==> src/rtl/px_stats_pkg.sv <==
// Shared definitions for the per-frame colour statistics block and its
// classifier: colour codes, controller state encoding and default sizing.
package px_stats_pkg;

    typedef enum logic [1:0] {
        COL_NONE  = 2'b00,
        COL_RED   = 2'b01,
        COL_GREEN = 2'b10,
        COL_BLUE  = 2'b11
    } color_t;

    typedef enum logic [2:0] {
        S_WAIT   = 3'd0,
        S_VBL    = 3'd1,
        S_COUNT  = 3'd2,
        S_DECIDE = 3'd3,
        S_OUT    = 3'd4
    } state_t;

    // 160x120 frame
    localparam int FRAME_PX_DEF = 19200;

endpackage

==> src/rtl/px_classify.sv <==
// Combinational RGB332 colour classifier. A pixel is "red", "green" or
// "blue" only when its own channel is strong and the other two are weak;
// everything else is "other" (COL_NONE). Shared with display overlay logic.
module px_classify
    import px_stats_pkg::*;
#(
    parameter logic [2:0] HI3 = 3'd5,
    parameter logic [2:0] LO3 = 3'd2,
    parameter logic [1:0] HI2 = 2'd2,
    parameter logic [1:0] LO2 = 2'd1
) (
    input  logic [7:0] px_data,
    output color_t     px_class
);

    logic [2:0] r;
    logic [2:0] g;
    logic [1:0] b;

    assign r = px_data[7:5];
    assign g = px_data[4:2];
    assign b = px_data[1:0];

    // Strong-channel / weak-others test; the three classes cannot overlap
    always_comb begin
        // NOTE: default assignment first so every path drives px_class and no latch is inferred.
        px_class = COL_NONE;
        if (r >= HI3 && g <= LO3 && b <= LO2)
            px_class = COL_RED;
        else if (g >= HI3 && r <= LO3 && b <= LO2)
            px_class = COL_GREEN;
        else if (b >= HI2 && r <= LO3 && g <= LO3)
            px_class = COL_BLUE;
    end

endmodule

==> src/rtl/px_color_stats.sv <==
// Per-frame colour statistics on the capture write stream (pclk domain).
// Counts red/green/blue/total pixel writes between vsync blanking periods
// and, after each frame, publishes the dominant colour and the counts with
// a one-cycle result_valid strobe.
module px_color_stats
    import px_stats_pkg::*;
#(
    parameter int         AW       = 15,
    parameter int         FRAME_PX = FRAME_PX_DEF,
    parameter int         MIN_PIX  = 1000,
    parameter logic [2:0] HI3      = 3'd5,
    parameter logic [2:0] LO3      = 3'd2,
    parameter logic [1:0] HI2      = 2'd2,
    parameter logic [1:0] LO2      = 2'd1
) (
    input  logic          pclk,
    input  logic          rst,
    input  logic          vsync,
    input  logic          px_wr,
    input  logic [7:0]    px_data,
    output logic          result_valid,
    output logic [1:0]    color,
    output logic [AW-1:0] red_cnt,
    output logic [AW-1:0] green_cnt,
    output logic [AW-1:0] blue_cnt,
    output logic [AW-1:0] px_cnt,
    output logic          frame_err
);

    localparam logic [AW-1:0] MIN_V   = AW'(MIN_PIX);
    localparam logic [AW-1:0] FRAME_V = AW'(FRAME_PX);

    state_t        state;
    logic          px_wr_q;
    logic [AW-1:0] r_acc, g_acc, b_acc, n_acc;
    color_t        px_class;
    color_t        win, win_q;
    logic [AW-1:0] max_cnt;
    logic          px_event;

    px_classify #(
        .HI3 (HI3),
        .LO3 (LO3),
        .HI2 (HI2),
        .LO2 (LO2)
    ) u_classify (
        .px_data  (px_data),
        .px_class (px_class)
    );

    // One event per px_wr rising edge, never during vertical blanking
    assign px_event = px_wr && !px_wr_q && !vsync;

    function automatic logic [AW-1:0] sat_inc(input logic [AW-1:0] v);
        return (&v) ? v : v + 1'b1;
    endfunction

    // Dominant colour: strict '>' keeps red ahead of green ahead of blue on ties
    always_comb begin
        win     = COL_RED;
        max_cnt = r_acc;
        if (g_acc > max_cnt) begin
            win     = COL_GREEN;
            max_cnt = g_acc;
        end
        if (b_acc > max_cnt) begin
            win     = COL_BLUE;
            max_cnt = b_acc;
        end
        if (max_cnt < MIN_V || max_cnt == '0)
            win = COL_NONE;
    end

    // Frame controller, accumulators and registered result outputs
    always_ff @(posedge pclk) begin
        if (!rst) begin
            state        <= S_WAIT;
            px_wr_q      <= 1'b0;
            r_acc        <= '0;
            g_acc        <= '0;
            b_acc        <= '0;
            n_acc        <= '0;
            win_q        <= COL_NONE;
            result_valid <= 1'b0;
            color        <= 2'b00;
            red_cnt      <= '0;
            green_cnt    <= '0;
            blue_cnt     <= '0;
            px_cnt       <= '0;
            frame_err    <= 1'b0;
        end else begin
            // NOTE: non-blocking assignments so every register sees pre-edge values of the others.
            px_wr_q      <= px_wr;
            result_valid <= 1'b0;
            case (state)
                S_WAIT: begin
                    // Partial frame after reset is skipped until blanking
                    if (vsync)
                        state <= S_VBL;
                end
                S_VBL: begin
                    if (!vsync) begin
                        state <= S_COUNT;
                        r_acc <= '0;
                        g_acc <= '0;
                        b_acc <= '0;
                        n_acc <= '0;
                    end
                end
                S_COUNT: begin
                    if (vsync) begin
                        state <= S_DECIDE;
                    end else if (px_event) begin
                        n_acc <= sat_inc(n_acc);
                        case (px_class)
                            COL_RED:   r_acc <= sat_inc(r_acc);
                            COL_GREEN: g_acc <= sat_inc(g_acc);
                            COL_BLUE:  b_acc <= sat_inc(b_acc);
                            default:   ;
                        endcase
                    end
                end
                S_DECIDE: begin
                    win_q <= win;
                    state <= S_OUT;
                end
                S_OUT: begin
                    color        <= win_q;
                    red_cnt      <= r_acc;
                    green_cnt    <= g_acc;
                    blue_cnt     <= b_acc;
                    px_cnt       <= n_acc;
                    frame_err    <= (n_acc != FRAME_V);
                    result_valid <= 1'b1;
                    state        <= S_VBL;
                end
                default: state <= S_WAIT;
            endcase
        end
    end

endmodule

==> config.mk <==
export PLATFORM = sky130hd
export DESIGN_NAME = px_color_stats
export DESIGN_NICKNAME = d
export VERILOG_FILES = /design/src/rtl/px_stats_pkg.sv /design/src/rtl/px_classify.sv /design/src/rtl/px_color_stats.sv
export SDC_FILE = /design/constraint.sdc
export NUM_CORES = 1
export LEC_CHECK = 0
export CAP_MARGIN = 20
export CORE_ASPECT_RATIO = 0.8
export CORE_MARGIN = 2
export CORE_UTILIZATION = 30
export DETAILED_ROUTE_END_ITERATION = 12
export PLACE_DENSITY_LB_ADDON = 0.12
export SETUP_SLACK_MARGIN = 0.2
export SLEW_MARGIN = 20
export SYNTH_ARGS = -nofsm -noshare
export SYNTH_HDL_FRONTEND = slang
export SYNTH_SLANG_ARGS = --single-unit
==> constraint.sdc <==
create_clock -name pclk -period 4 [get_ports pclk]
set_input_delay 0.6 -clock pclk [delete_from_list [all_inputs] [get_ports pclk]]
set_output_delay 0.6 -clock pclk [all_outputs]
set_load 0.005 [all_outputs]
Word level (Yosys, flattened, before mapping)
Index checks and enable logic that the tools add are counted.
Widths: inputs -> output; s select.
{"block": "word_totals", "register_bits": 130, "word_cells": 103}
{"block": "classes", "add_sub_neg": 4, "n_lt_le_gt_ge": 9, "n_eq_ne": 20, "n_mux": 33, "n_reduce_logical": 23}
{"op": "$mux 15", "n": 18}
{"op": "$pmux 15 s2", "n": 4}
{"op": "$add 15x1->15 const B", "n": 4}
{"op": "$reduce_and 15->1", "n": 4}
{"op": "$gt 15x15->1", "n": 2}
{"op": "$ne 2x2->1 const B", "n": 12}
{"op": "$reduce_and 6->1", "n": 3}
{"op": "$logic_not 15->1", "n": 1}
{"op": "$lt 15x10->1 const B", "n": 1}
{"op": "$ne 15x15->1 const B", "n": 1}
{"op": "$pmux 3 s5", "n": 1}
{"op": "$mux 2", "n": 6}
{"op": "$mux 3", "n": 3}
{"op": "$logic_and 1x1->1", "n": 8}
{"op": "$eq 3x2->1 const B", "n": 2}
{"op": "$ge 3x3->1 const B", "n": 2}
{"op": "$le 3x2->1 const B", "n": 2}
{"op": "$reduce_and 5->1", "n": 1}
{"op": "$eq 2x2->1 const B", "n": 2}
{"op": "$eq 3x1->1 const B", "n": 1}
{"op": "$eq 3x3->1 const B", "n": 1}
{"op": "$logic_not 3->1", "n": 1}
{"op": "$reduce_and 3->1", "n": 1}
{"op": "$eq 2x1->1 const B", "n": 1}
{"op": "other kinds (6)", "n": 7}

Depth between registers and ports, before layout
Gate-level depths: netlist of run 1.
{"block": "logic_depth", "word_depth": 11, "depth_mapped": 18}

Cells and area by module
From an unflattened synthesis of run 1, not the netlist that was laid out.
{"block": "unflattened", "cells_unflattened": 776, "area_unflattened_um2": 6461.2}
{"mod": "px_color_stats", "n_inst": 1, "cells_per_inst": 766, "area_each_um2": 6398.6}
{"mod": "px_classify", "n_inst": 1, "cells_per_inst": 10, "area_each_um2": 62.6}

Worst setup path after synthesis of run 1
No wires, ideal clock.
{"block": "synth_timing", "path_type": "flip-flop to flip-flop", "start": "register r_acc[12]", "end": "register win_q[0]", "setup_ns": 0.070, "arrival_time_ns": 3.493, "required_time_ns": 3.930, "path_slack_ns": 0.437, "path_stages_with_launch": 17, "path_buffers": 2, "cell_sequence": "dfxtp_1 inv_1 ha_1 a21oi_1 o21ai_1 or4_1 o21a_1 buf_2 buf_1 a21oi_1 ha_1 and4_1 and4_1 a22oi_1 nand2_1 mux2_4 a21oi_1"}
{"block": "synth_via", "elab_chain_cells": 7}
{"item": "from (decl)", "line": "px_color_stats.sv:35", "rtl": "logic [AW-1:0] r_acc, g_acc, b_acc, n_acc;"}
{"item": "from (signal assigned)", "line": "px_color_stats.sv:116", "rtl": "COL_RED: r_acc <= sat_inc(r_acc);"}
{"item": "$gt 15x15->1", "line": "px_color_stats.sv:62", "rtl": "if (g_acc > max_cnt) begin"}
{"item": "$mux 15", "line": "px_color_stats.sv:62"}
{"item": "$gt 15x15->1", "line": "px_color_stats.sv:66", "rtl": "if (b_acc > max_cnt) begin"}
{"item": "$mux 15", "line": "px_color_stats.sv:66"}
{"item": "$lt 15x10->1 or $logic_not 15->1 (tied branches)", "line": "px_color_stats.sv:70", "rtl": "if (max_cnt < MIN_V || max_cnt == '0)"}
{"item": "$logic_or 1x1->1", "line": "px_color_stats.sv:70"}
{"item": "$mux 2 (*)", "line": "px_color_stats.sv:70"}
{"item": "to (signal assigned)", "line": "px_color_stats.sv:124", "rtl": "win_q <= win;"}
{"item": "to (decl)", "line": "px_color_stats.sv:37", "rtl": "color_t win, win_q;"}
Mark *: on every way between the ends. The rest lies on a longest branch, timed or not.
A chain may end at the register's enable or synchronous reset.

Final worst setup path of run 1
{"block": "layout_timing", "start": "register r_acc[10]", "end": "register win_q[1]"}
The elaborated chain is that of the path after synthesis.

==> results of run 1 <==
[timing repair]
action	in CTS	in global routing
hold endpoints to repair	0	0
gates resized for setup	0	27
endpoints found under the setup margin	0	2
[critical path, delay by kind of cell, from the launching register on]
family | cells | cell delay, ns
AND/OR/NAND/NOR | 7 | 1.13
multiplexers | 1 | 0.28
flip-flops | 1 | 0.34
buffers and inverters | 3 | 0.38
adder cells (fa/ha/maj) | 2 | 0.63
AO/OA/AOI/OAI | 5 | 0.73
[registers in the layout, indices dropped and copies added, names as in the netlist, 2 cells and up]
| register | flops |
|---|---|
| win_q | 2 |
| green_cnt | 15 |
| n_acc | 15 |
| px_cnt | 15 |
| state | 3 |
| r_acc | 15 |
| red_cnt | 15 |
| b_acc | 15 |
| blue_cnt | 15 |
| color | 2 |
| g_acc | 15 |
[cell usage in the layout, fill, tap and decap left out, types with 23 or more instances in the layout]
| cell type | Yosys | final |
|---|---|---|
| clkdlybuf4s50_1 | 0 | 73 |
| buf_4 | 1 | 33 |
| nor2_1 | 89 | 88 |
| nand2_1 | 167 | 166 |
| a21boi_0 | 65 | 64 |
| a21oi_1 | 37 | 28 |
| ha_1 | 34 | 32 |
| inv_1 | 23 | 23 |
| dfxtp_1 | 130 | 126 |
| xnor2_1 | 27 | 27 |
[how the worst min path moves through the flow]
stage	start	end	slack, ns	cells past startpoint
after CTS	px_cnt[8]	px_cnt[8]	0.47	2
final	px_cnt[7]	px_cnt[7]	0.46	2
after global routing	red_cnt[7]	red_cnt[7]	0.48	2
after floorplan	win_q[0]	color[0]	0.44	2
after detailed placement	px_cnt[8]	px_cnt[8]	0.46	2
after global placement	px_cnt[10]	px_cnt[10]	0.46	2
[synthesized netlist by cell type (7+ instances only)]
cell type / instances / area (µm²)
xor2_1: 22 / 193
nand2_1: 167 / 627
and2_1: 7 / 43.8
ha_1: 34 / 425
nand4_1: 18 / 113
xnor2_1: 27 / 236
clkbuf_1: 30 / 113
o21ai_0: 7 / 35.0
nand3_1: 20 / 100
nor2_1: 89 / 334
nor3_1: 9 / 45.0
and3_1: 8 / 50.1
a21oi_1: 37 / 185
o21a_1: 7 / 52.6
and4_1: 7 / 61.3
dfxtp_1: 130 / 2600
inv_1: 23 / 86.3
a21boi_0: 65 / 488
nor2b_1: 7 / 43.8
[logic make-up (layout without fill, tap and decap cells)]
group | count (synthesis) | in the layout | share of synthesized area
xor gates and xnor gates | 49 | 49 | 0.0669
adders and majority gates | 34 | 34 | 0.0663
buffers and inverters | 63 | 163 | 0.0398
and+or+nand+nor | 363 | 363 | 0.262
AOI/OAI and AO/OA | 140 | 140 | 0.154
DFF | 130 | 130 | 0.406
muxes | 3 | 3 | 0.00566
[cell type report]
cell class / count / area (µm²) / area share
Inverter: 23 / 86.3 / 0.0104
Sequential cell: 130 / 2610 / 0.313
Tap cell: 269 / 337 / 0.0404
Clock buffer: 18 / 439 / 0.0527
Clock inverter: 14 / 200 / 0.0240
Multi-Input combinational cell: 589 / 3660 / 0.439
Timing Repair Buffer: 108 / 1000 / 0.120
[routing by layer]
layer	vias up	part of all wire	track usage
met3	10	0.044	0.0451
met1	2500	0.55	0.242
met2	101	0.40	0.228
met4	0	0.0092	0.0420
li1	2836	-	-
met5	-	0	0
[power groups by stage]
stage | sequential [mW] | combinational, mW | clock [mW]
6_report | 1.30 | 0.0881 | 1.70
5_1_grt | 1.30 | 0.0977 | 1.80
4_1_cts | 1.30 | 0.0896 | 1.75
3_5_place_dp | 1.33 | 0.0893 | 0
3_3_place_gp | 1.33 | 0.0885 | 0
2_1_floorplan | 1.33 | 0.0574 | 0
==> run_results.csv, run 1 <==
group,metric,value,unit
final_layout,diodes,0,
place,gp_congestion,0.824,
sta,slew_headroom,0.478,
synth,synth_seq_cells,130,
power_and_ir_drop,finalPower,3.09,mW
final_layout,fraction_of_final_layout_cells_with_drive_strength_greater_than_1,0.120,
routing,avgRoutedWirePerCell,15.2,µm
routing,dr.pass1.iters,8,
final_layout,layout.cells.non_filler,1151,
final_layout,stdcell_area,8330,µm²
cts,clock-root-buffer,"clkbuf_16",
cts,clock-sinks,130,
place,hpwlAfterDp,12.8,mm
status,failed_checks,"DRC",
die,vertical_die_dimension,135,µm
cts,post_cts_buffers,0,
synth,synth_sequential_area_ratio,0.406,
cts,clk_latency,0.43,ns
routing,vias,5447,
cts,clock_tree_from_tritoncts,"yes",
cts,cts_inserted_buffers,17,
cts,holdBufCountCts,0,
power_and_ir_drop,p_sw,0.689,mW
final_layout,flow.area_growth_from_synthesis,29.9,%
power_and_ir_drop,clock_power_share,0.550,
critical_path,cp-start-kind,"flop",
sta,final.period_utilization,0.887,
sta,report.final.hold_viol_count,0,
flow_run,max_cap_viol_count,0,
routing,drc_errors,4,
critical_path,critPathMaxStageDelay,0.50,ns
critical_path,crit_slowest_cell,"or4_4",
cts,worst_setup_hold_path_clk_slew,0.06,ns
sta,whs,0.462,ns
synth,yosysWarnings,0,
final_layout,n_fill_cell,2168,
final_layout,utilization,0.400,
critical_path,setup.worst_path.end_class,"flop",
place,place_ws,0.254,ns
power_and_ir_drop,irDropWorstVdd,192,µV
power_and_ir_drop,power.internal,2.40,mW
critical_path,critical_path_cell_list,"inv_1 -> ha_1 -> a21oi_1 -> nor2_1 -> or4_4 -> o21a_4 -> buf_12 -> nor2_1 -> a21oi_2 -> ha_1 -> nand2_1 -> buf_4 -> nor3_2 -> o21ai_1 -> nand2_1 -> nand2_1 -> mux2_4 -> a21oi_1",
synth,synth_top_flop_cell,"dfxtp_1",
die,row_cnt,47,
die,starting_density_of_the_core,0.308,
critical_path,worst-endpoint-required,4.36,ns
routing,antenna_violating_nets_post_route,0,
final_layout,nets,915,
die,horizontal_die_dimension,167,µm
place,place_area,7590,µm²
critical_path,setup.worst_path.class,"flop to flop",
global_route,gr-usage-all-layers,0.162,
die,top_level_ports,76,
global_route,grt_first_pass_wirelength,28.6,mm
critical_path,worstPathArrival,3.91,ns
status,status,"complete, but fails checks",
synth,synthArstFlopShare,0,
critical_path,worst_r2r_startpoint,"r_acc[10]",
die,core-area,20800,µm²
power_and_ir_drop,cellLeakagePower,2.94,nW
sta,grt_setup_unrepaired,"no",
critical_path,worst_r2r_endpoint,"win_q[1]",
synth,syn_nets,828,
power_and_ir_drop,share_comb_of_total_power,0.029,
synth,synth-edff-count,0,
critical_path,dominant_cell_type_by_count_on_the_critical_path,"nand2_1",
cts,max-clock-path-buffers,2,
global_route,antenna_found_initial,0,
power_and_ir_drop,power.switching_fraction,0.223,
synth,netlist_area,6410,µm²
sta,setup_viol,0,
sta,timing.final.ws_setup,0.450,ns
critical_path,timing.critical_path.fanout_max,27,
sta,timing.final.crit_period,3.55,ns
critical_path,setup.worst_path.end,"win_q[1]",
place,port-buffer-count,74,
critical_path,launch_point_of_the_critical_path,"r_acc[10]",
synth,number_of_distinct_library_cell_variants_in_the_gate_level_netlist_after_synthesis,58,
critical_path,r2r_cells,18,
global_route,global_route.overflow_total,0,
synth,synth_area_per_cell,8.20,µm²
sta,timing.clock.skew,0.00902,ns
min_path,hold_class,"flop to flop",
routing,routed_wirelength,17.4,mm
routing,initialDrtViolationCount,402,
cts,h-tree-depth,4,
routing,post_drt_via_cell_ratio,4.73,
sta,tns,0,ns
sta,timing_worst_slew_pin_value,0.782,ns
global_route,grt_pass1_vias,5173,
power_and_ir_drop,power_density,371,nW/µm²
die,die_area,22600,µm²
place,place.detailed.instances,1119,
sta,max_freq,282,MHz
global_route,grt_start_max_net_pins,44,
critical_path,timing.reg2reg.setup_slack,0.45,ns
sta,timing_max_transition_violations_final,0,
synth,syn-instance-count,782,
power_and_ir_drop,p_seq_frac,0.421,
Note: power is estimated with default switching activity, not from simulation.
==> run 2: changes to the inputs <==
--- a/config.mk
+++ b/config.mk
@@ -12,7 +12,6 @@
 export DETAILED_ROUTE_END_ITERATION = 12
 export PLACE_DENSITY_LB_ADDON = 0.12
 export SETUP_SLACK_MARGIN = 0.2
-export SLEW_MARGIN = 20
 export SYNTH_ARGS = -nofsm -noshare
 export SYNTH_HDL_FRONTEND = slang
 export SYNTH_SLANG_ARGS = --single-unit
==> results of run 2 <==
The final DEF is identical to that of run 1; final timing and power are the same.
==> run 3: changes to the inputs <==
--- a/config.mk
+++ b/config.mk
@@ -5,12 +5,13 @@
 export SDC_FILE = /design/constraint.sdc
 export NUM_CORES = 1
 export LEC_CHECK = 0
+export ABC_CLOCK_PERIOD_IN_PS = 4000
 export CAP_MARGIN = 20
 export CORE_ASPECT_RATIO = 0.8
 export CORE_MARGIN = 2
 export CORE_UTILIZATION = 30
 export DETAILED_ROUTE_END_ITERATION = 12
-export PLACE_DENSITY_LB_ADDON = 0.12
+export PLACE_DENSITY = 0.57
 export SETUP_SLACK_MARGIN = 0.2
 export SYNTH_ARGS = -nofsm -noshare
 export SYNTH_HDL_FRONTEND = slang
==> run_results.csv, run 3 (same netlist as run 1, synthesis figures left out) <==
group,metric,value,unit
final_layout,layout.cells.non_filler,1148,
sta,timing_worst_slew_pin_value,0.904,ns
critical_path,crit_slowest_cell,"dfxtp_1",
routing,avgRoutedWirePerCell,14.4,µm
die,top_level_ports,76,
final_layout,most-common-layout-cells,"nand2_1 (166), dfxtp_1 (127), nor2_1 (89), clkdlybuf4s50_1 (73), a21boi_0 (65)",
cts,clk_latency,0.42,ns
global_route,gr-usage-all-layers,0.152,
sta,timing.clock.skew,0.00950,ns
critical_path,worst-endpoint-required,4.35,ns
flow_run,max_cap_viol_count,0,
global_route,global_route.overflow_total,0,
status,status,"complete, but fails checks",
global_route,grt_first_pass_wirelength,27.0,mm
global_route,grt_pass1_vias,5117,
power_and_ir_drop,p_sw,0.653,mW
routing,drc_errors,5,
power_and_ir_drop,p_seq_frac,0.429,
critical_path,critical_path_cell_list,"ha_1 -> a21oi_1 -> nor3_1 -> or4_1 -> o21a_1 -> buf_12 -> nor2_1 -> a21oi_2 -> ha_1 -> and4_1 -> and4_1 -> a22oi_2 -> nand2_1 -> mux2_4 -> a21oi_1",
power_and_ir_drop,share_comb_of_total_power,0.029,
routing,post_drt_via_cell_ratio,4.75,
critical_path,timing.critical_path.fanout_max,16,
global_route,grt_start_max_net_pins,46,
power_and_ir_drop,clock_power_share,0.543,
critical_path,setup.worst_path.class,"flop to flop",
power_and_ir_drop,irDropWorstVdd,243,µV
cts,h-tree-depth,4,
place,gp_congestion,0.835,
die,horizontal_die_dimension,167,µm
power_and_ir_drop,power.switching_fraction,0.215,
place,port-buffer-count,74,
power_and_ir_drop,finalPower,3.04,mW
sta,slew_headroom,0.397,
final_layout,flow.area_growth_from_synthesis,28.8,%
sta,setup_viol,0,
global_route,antenna_found_initial,0,
min_path,hold_class,"flop to flop",
die,vertical_die_dimension,135,µm
die,core-area,20800,µm²
final_layout,stdcell_area,8260,µm²
cts,holdBufCountCts,0,
die,row_cnt,47,
sta,grt_setup_unrepaired,"no",
status,failed_checks,"DRC",
final_layout,diodes,0,
critical_path,critPathMaxStageDelay,0.52,ns
routing,antenna_violating_nets_post_route,0,
routing,vias,5454,
sta,timing.final.crit_period,3.64,ns
power_and_ir_drop,power_density,368,nW/µm²
routing,routed_wirelength,16.6,mm
critical_path,worstPathArrival,3.99,ns
critical_path,cp-start-kind,"flop",
sta,final.period_utilization,0.911,
die,die_area,22600,µm²
final_layout,fraction_of_final_layout_cells_with_drive_strength_greater_than_1,0.106,
cts,clock_tree_from_tritoncts,"yes",
power_and_ir_drop,power.internal,2.39,mW
sta,timing_max_transition_violations_final,0,
cts,clock-root-buffer,"clkbuf_16",
routing,initialDrtViolationCount,415,
place,hpwlAfterDp,12.1,mm
sta,report.final.hold_viol_count,0,
cts,clock-sinks,130,
critical_path,critical-path-top-delay-family,"simple AND/OR/NAND/NOR gates",
critical_path,setup.worst_path.end_class,"flop",
sta,tns,0,ns
cts,max-clock-path-buffers,2,
place,place_area,7580,µm²
sta,max_freq,274,MHz
final_layout,layout.cells.most_common,"nand2_1",
cts,cts_inserted_buffers,17,
final_layout,nets,912,
die,starting_density_of_the_core,0.308,
critical_path,critical_path_buf_inv_count,1,
routing,dr.pass1.iters,9,
power_and_ir_drop,cellLeakagePower,2.93,nW
cts,worst_setup_hold_path_clk_slew,0.06,ns
place,place.detailed.instances,1116,
-- run 3: worst paths after layout --
check / from / depth (start not counted) / slack, ns / endpoint
worst max-delay path: g_acc[8] / 15 / 0.36 / win_q[0]
worst min-delay path: px_cnt[0] / 2 / 0.46 / px_cnt[0]
worst max register to register: g_acc[8] / 15 / 0.36 / win_q[0]
worst min register to register: px_cnt[0] / 2 / 0.46 / px_cnt[0]
-- run 3: per-stage QoR --
stage | util | setup slack, ns | hold WS [ns]
after floorplan | - | 0.437 | 0.441
after detailed placement | 0.364 | 0.319 | 0.458
after global placement | 0.364 | 0.350 | 0.453
after global routing | 0.397 | 0.176 | 0.487
after CTS | 0.394 | 0.284 | 0.466
final | 0.397 | 0.355 | 0.462
-- run 3: area by class of cell --
type | count | area, µm²
Multi-Input combinational cell | 589 | 3610
Inverter | 23 | 86.3
Clock inverter | 11 | 150
Sequential cell | 130 | 2610
Timing Repair Buffer | 105 | 993
Tap cell | 269 | 337
Fill cell | 2123 | 12600
Clock buffer | 21 | 480
-- run 3: layer usage --
layer | routed length [µm] | vias to the layer above | GRT usage
met4 | 152 | 0 | 0.0430
met2 | 6930 | 101 | 0.222
met1 | 8730 | 2506 | 0.220
met5 | 0 | - | 0
met3 | 773 | 14 | 0.0399
li1 | - | 2833 | -
-- run 3: worst min-delay path: stages, from the launching register on --
cell	delay, ns
dfxtp_1	0.31
nand2_1	0.05
a21boi_0	0.06
-- run 3: timing repair --
action | 4_1_cts | 5_1_grt
endpoints found under the setup margin | 0 | 2
setup buffers | 0 | 0
gates resized for setup | 0 | 16
hold endpoints to repair | 0 | 0
-- run 3: power by group through the flow --
stage | Combinational, mW | Sequential, mW | Clock [mW]
6_report | 0.0872 | 1.30 | 1.65
5_1_grt | 0.0960 | 1.30 | 1.75
4_1_cts | 0.0887 | 1.30 | 1.70
3_5_place_dp | 0.0881 | 1.33 | 0
3_3_place_gp | 0.0881 | 1.33 | 0
2_1_floorplan | 0.0574 | 1.33 | 0
